File: src/rtl/regfile_sb.sv
// regfile_sb: architectural register file (x0..x31) with an in-flight-write
// scoreboard.
//
// The register file takes writes from the MEM/WB write-back port on the clock
// edge. It returns operands to ID combinationally, and a write-back that lands
// in the same cycle is forwarded straight to the readers. Each register keeps a
// small counter of issued-but-not-written-back producers. ID stalls while any
// operand it reads still has a producer in flight.
//
// Ports
//   clk_in, rst_in         clock; synchronous active-high reset
//   rdy_in                 global ready; 0 freezes all state (reads stay live)
//   we_in/waddr_in/wdata_in  write-back port (also retires one scoreboard entry)
//   re1_in/raddr1_in -> rdata1_out   read port 1 (combinational)
//   re2_in/raddr2_in -> rdata2_out   read port 2 (combinational)
//   mark_in/mark_addr_in   ID issued an instruction that will write rd
//   stall_req_out          some enabled operand is still awaiting write-back
//   sb_err_out             sticky counter over/underflow flag

// One architectural register plus its outstanding-writer counter.
module regfile_sb_slot #(
  parameter int DW   = 32,
  parameter int CNTW = 2
) (
  input  logic            clk_in,
  input  logic            rst_in,
  input  logic            rdy_in,
  input  logic            wr_in,     // write-back targets this register
  input  logic            mk_in,     // ID marks this register as pending
  input  logic [DW-1:0]   wdata_in,
  output logic [DW-1:0]   data_out,
  output logic [CNTW-1:0] cnt_out,
  output logic            err_out    // this cycle's update over/underflowed
);
  localparam logic [CNTW-1:0] CNT_MAX = '1;

  logic [DW-1:0]   data_d, data_q;
  logic [CNTW-1:0] cnt_d, cnt_q;

  always_comb begin
    data_d  = data_q;
    cnt_d   = cnt_q;
    err_out = 1'b0;
    if (rdy_in) begin
      if (wr_in) data_d = wdata_in;
      // A mark and a retire on the same register cancel out.
      if (mk_in && !wr_in) begin
        if (cnt_q == CNT_MAX) err_out = 1'b1;
        else                  cnt_d   = cnt_q + 1'b1;
      end else if (wr_in && !mk_in) begin
        if (cnt_q == '0) err_out = 1'b1;
        else             cnt_d   = cnt_q - 1'b1;
      end
    end
  end

  always_ff @(posedge clk_in) begin
    if (rst_in) begin
      data_q <= '0;
      cnt_q  <= '0;
    end else begin
      data_q <= data_d;
      cnt_q  <= cnt_d;
    end
  end

  assign data_out = data_q;
  assign cnt_out  = cnt_q;
endmodule

module regfile_sb #(
  parameter int NREG = 32,
  parameter int CNTW = 2
) (
  input  logic                    clk_in,
  input  logic                    rst_in,
  input  logic                    rdy_in,
  input  logic                    we_in,
  input  logic [$clog2(NREG)-1:0] waddr_in,
  input  logic [31:0]             wdata_in,
  input  logic                    re1_in,
  input  logic [$clog2(NREG)-1:0] raddr1_in,
  output logic [31:0]             rdata1_out,
  input  logic                    re2_in,
  input  logic [$clog2(NREG)-1:0] raddr2_in,
  output logic [31:0]             rdata2_out,
  input  logic                    mark_in,
  input  logic [$clog2(NREG)-1:0] mark_addr_in,
  output logic                    stall_req_out,
  output logic                    sb_err_out
);
  localparam int AW = $clog2(NREG);

  logic [NREG-1:0][31:0]     regs;
  logic [NREG-1:0][CNTW-1:0] cnt;
  logic [NREG-1:0]           wr_vec, mk_vec, err_vec;

  // x0 is not stored: it reads as zero and never has a pending producer.
  assign regs[0]    = '0;
  assign cnt[0]     = '0;
  assign wr_vec[0]  = 1'b0;
  assign mk_vec[0]  = 1'b0;
  assign err_vec[0] = 1'b0;

  for (genvar i = 1; i < NREG; i++) begin : g_slot
    assign wr_vec[i] = we_in   && (waddr_in     == AW'(i));
    assign mk_vec[i] = mark_in && (mark_addr_in == AW'(i));

    regfile_sb_slot #(.DW(32), .CNTW(CNTW)) u_slot (
      .clk_in   (clk_in),
      .rst_in   (rst_in),
      .rdy_in   (rdy_in),
      .wr_in    (wr_vec[i]),
      .mk_in    (mk_vec[i]),
      .wdata_in (wdata_in),
      .data_out (regs[i]),
      .cnt_out  (cnt[i]),
      .err_out  (err_vec[i])
    );
  end

  // Sticky error flag. The slots already gate their error pulses with rdy_in.
  logic sb_err_d, sb_err_q;

  always_comb sb_err_d = sb_err_q | (|err_vec);

  always_ff @(posedge clk_in) begin
    if (rst_in) sb_err_q <= 1'b0;
    else        sb_err_q <= sb_err_d;
  end

  assign sb_err_out = sb_err_q;

  // Read ports with same-cycle write-back bypass. x0 never matches because the
  // address==0 case is forced to zero first.
  logic hit1, hit2, hz1, hz2;

  assign hit1 = we_in && (waddr_in == raddr1_in);
  assign hit2 = we_in && (waddr_in == raddr2_in);

  always_comb begin
    rdata1_out = '0;
    rdata2_out = '0;
    if (!rst_in && re1_in && raddr1_in != '0)
      rdata1_out = hit1 ? wdata_in : regs[raddr1_in];
    if (!rst_in && re2_in && raddr2_in != '0)
      rdata2_out = hit2 ? wdata_in : regs[raddr2_in];
  end

  // A write-back retiring the last outstanding producer releases the stall in
  // the same cycle, because the bypass already supplies the operand.
  // Same-cycle marks are deliberately ignored: the marker is the reader.
  always_comb begin
    hz1 = re1_in && raddr1_in != '0 && cnt[raddr1_in] != '0 &&
          !(hit1 && cnt[raddr1_in] == CNTW'(1));
    hz2 = re2_in && raddr2_in != '0 && cnt[raddr2_in] != '0 &&
          !(hit2 && cnt[raddr2_in] == CNTW'(1));
    stall_req_out = !rst_in && (hz1 || hz2);
  end
endmodule

File: config.mk
export PLATFORM = sky130hd
export DESIGN_NAME = regfile_sb
export DESIGN_NICKNAME = d
export VERILOG_FILES = /design/src/rtl/regfile_sb.sv
export SDC_FILE = /design/constraint.sdc
export NUM_CORES = 2
export LEC_CHECK = 0
export ABC_AREA = 1
export CORE_ASPECT_RATIO = 0.8
export CORE_MARGIN = 3
export CORE_UTILIZATION = 35
export DETAILED_ROUTE_END_ITERATION = 8
export PLACE_DENSITY_LB_ADDON = 0.08
export SLEW_MARGIN = 20
export SYNTH_ARGS = -nofsm -noshare
export SYNTH_HDL_FRONTEND = slang
export SYNTH_HIERARCHICAL = 1
export SYNTH_SLANG_ARGS = --single-unit
File: constraint.sdc
create_clock -name clk_in -period 3.9 [get_ports clk_in]
set_input_delay 0.78 -clock clk_in [delete_from_list [all_inputs] [get_ports clk_in]]
set_output_delay 0.78 -clock clk_in [all_outputs]
set_load 0.02 [all_outputs]
==> run metrics <==
Detailed Route Iter0 Violations 10500; Post-Syn Area 61100 um2; hold_ws 0.480 ns; vias per cell 5.80; largest net degree at the start of global routing 50; sequential element share of the synthesized area 0.346; critical path fanouts, max 26; Setup violations, final 2; dpl ws -0.619 ns; drt pass-1 iters 8; Tightest Hold Check Type flop to flop; clock slew at reported path FFs 0.06 ns; routability cong. 0.986; VDD IR max 0.000428 V; Via Count 72800; Core Rows 136; P_leak 0.0293 uW; Placed Area 69200 um2; commonest non-fill, non-tap cell in the layout nor2_1; io pins 125; Power Density 384 nW/um2; clk sinks 1055; WHS Path Cells 2; CTS Buffer Depth 3; CTS tree yes; Die ar. 180000 um2; syn nets 9897; initial core utilization 0.354; most frequent cells in the layout nor2_1, nand2_1, o21ai_0; max-cap violations 0; first-pass GRT wire length 497000 um; Synth Instances 9776; Die X-Extent 473 um; Hold Vio Cnt, Final 0; Hold Buf Count CTS 0; Die Ht 380 um; dpl hpwl 243000 um; status complete, but fails checks; Mapped Avg Cell Area 6.25 um2; per-cell routed wire length 28.5 um; Core Box Area 173000 um2; number of synthesized register bits 1055; total track usage 0.382; Final period util 1.01; TritonCTS Buffers 130; RSZ-0062 raised after global routing true; Tightest Pin Transition 1.15 ns; r2r startpoint g_slot[9].u_slot/cnt_out[0]; design area 74600 um2; initial antenna violation count 32; Critical Path End Type output port; final setup margin -0.0569 ns; GR Overflow Total 0; failing checks setup timing; Slew headroom 0.230; Hold Crit Endpoint g_slot[10].u_slot/data_out[6]; Synth-to-Final Area Change 22.2%; Final Max Tran Viols 0; final cell count without fillers 12500; number of cells after detailed placement 12300; Worst Setup SP raddr2_in[0]; drt total wl 357000 um; Core Util, Final 0.432; Clock Latency Late Sink 0.81 ns; kind of critical path primary input to output port; Hold Startpoint g_slot[10].u_slot/data_out[6]; min Tclk post-route 3.96 ns; synth warn 6; worst reg-to-reg setup slack 1.89 ns; Worst Skew 0.0195 ns; worst reg2reg path depth 8; Synth cell types 38; layout cells sized above 1 0.132; antenna viol nets, final 0; Max Clock Freq 253 MHz; CP startpoint kind primary input; DR DRC count 0; I/O Buffers 124; vias in the first global route 65300; Root Buffer clkbuf_16; CP Data Arrival Time 3.18 ns; NumNets Final 10300; H-tree depth 4; r2r endpoint sb_err_out; WP data required 3.12 ns
-- final cells by class --
class / count / area (um2)
clock buffer: 186 / 3810
multi-input combinational: 7418 / 34000
inverter: 592 / 2400
fill: 18200 / 97900
tap: 2277 / 2850
sequential: 1055 / 21100
clock inverter: 45 / 712
antenna: 10 / 25.0
timing repair buffer: 965 / 9660
-- where the power goes --
group,switching [uW],internal [uW],leakage (uW),total (uW)
registers,60.3,10900,0.00850,10900
clock network,5500,7670,0.00221,13200
logic,3180,1400,0.0186,4580
total,8750,19900,0.0293,28700
-- worst max-delay path by stage --
stage	slack, ns	cells after the start	to
4_1_cts	-0.04	15	rdata2_out[15]
3_3_place_gp	-0.62	12	rdata2_out[15]
5_1_grt	-0.03	14	rdata2_out[15]
6_report	-0.06	13	rdata2_out[15]
3_5_place_dp	-0.62	12	rdata2_out[15]
2_1_floorplan	0.93	11	rdata2_out[12]
-- Yosys cell counts --
| library cell | number | share of area |
|---|---|---|
| buf_2 | 209 | 0.017 |
| clkbuf_1 | 202 | 0.012 |
| a22oi_1 | 14 | 0.0017 |
| o2111ai_1 | 8 | 0.0011 |
| nor2_4 | 1 | 0.00018 |
| nor4_1 | 10 | 0.0010 |
| inv_4 | 31 | 0.0032 |
| inv_1 | 520 | 0.032 |
| a211oi_1 | 1 | 0.00012 |
| o211ai_1 | 253 | 0.031 |
| clkinv_2 | 31 | 0.0025 |
| buf_1 | 92 | 0.0057 |
| o21ai_0 | 1254 | 0.10 |
| o221ai_1 | 2 | 0.00029 |
| clkbuf_2 | 62 | 0.0051 |
| clkbuf_4 | 31 | 0.0038 |
| xor2_1 | 2 | 0.00029 |
| nor2_2 | 1 | 0.00010 |
| a31oi_1 | 14 | 0.0014 |
| nand2_2 | 33 | 0.0034 |
| or2_2 | 5 | 0.00051 |
| nand2_4 | 1 | 0.00018 |
| o21ai_1 | 262 | 0.021 |
| a21oi_1 | 531 | 0.044 |
| nor3_1 | 7 | 0.00057 |
| nand3_2 | 1 | 0.00016 |
| buf_4 | 19 | 0.0023 |
| inv_2 | 8 | 0.00049 |
| nor2_1 | 2681 | 0.16 |
| nand3_1 | 728 | 0.060 |
| dfxtp_1 | 1055 | 0.35 |
| nand2_1 | 1372 | 0.084 |
| o21ai_2 | 62 | 0.0089 |
| nand4_1 | 100 | 0.010 |
| clkinv_1 | 2 | 0.00012 |
| buf_6 | 96 | 0.018 |
| ha_1 | 62 | 0.013 |
| o22ai_1 | 13 | 0.0013 |
-- sequential cells by signal, summed over array words and instances, names as in the netlist --
signal                  flops
g_slot.u_slot/data_out    992
sb_err_out                  1
g_slot.u_slot/cnt_out      62
-- per-stage QoR --
stage	total power, uW	TNS, ns
4_1_cts	28600	-0.0397
6_report	28700	-0.0652
3_3_place_gp	15400	-13.09
5_1_grt	29400	-0.0287
2_1_floorplan	13100	0
3_5_place_dp	15400	-12.36
-- layer usage --
layer	track usage	routed length, um	vias to the layer above
li1	-	-	32900
met3	0.0924	41800	886
met4	0.183	19700	2
met5	0	11	-
met2	0.546	144000	4724
met1	0.533	152000	34300
-- critical path, cell delays in order --
cell     delay [ns]
buf_12         0.14
buf_8          0.18
buf_12         0.18
buf_12         0.20
buf_4          0.26
o21ai_0        0.10
nand3_1        0.11
nand3_1        0.16
nand3_2        0.21
nand2_1        0.14
a21oi_4        0.29
buf_4          0.19
buf_4          0.14
-- repair_timing --
item	4_1_cts	5_1_grt
endpoints found under the setup margin	59	23
pin swaps	3	2
cloned	4	1
resized for setup	138	46
setup buffers	11	10
-- cells by family (layout without fill, tap and decap cells) --
kind of cell / after synthesis / count (layout) / synth area share
buffers and inverters: 1303 / 1788 / 0.102
DFF: 1055 / 1055 / 0.346
xor gates and xnor gates: 2 / 2 / 0.000287
other: 0 / 10 / 0
AOI/OAI and AO/OA: 2414 / 2414 / 0.214
and+or+nand+nor: 4940 / 4940 / 0.325
adders and majority gates: 62 / 62 / 0.0127
(Power assumes the default switching activity.)
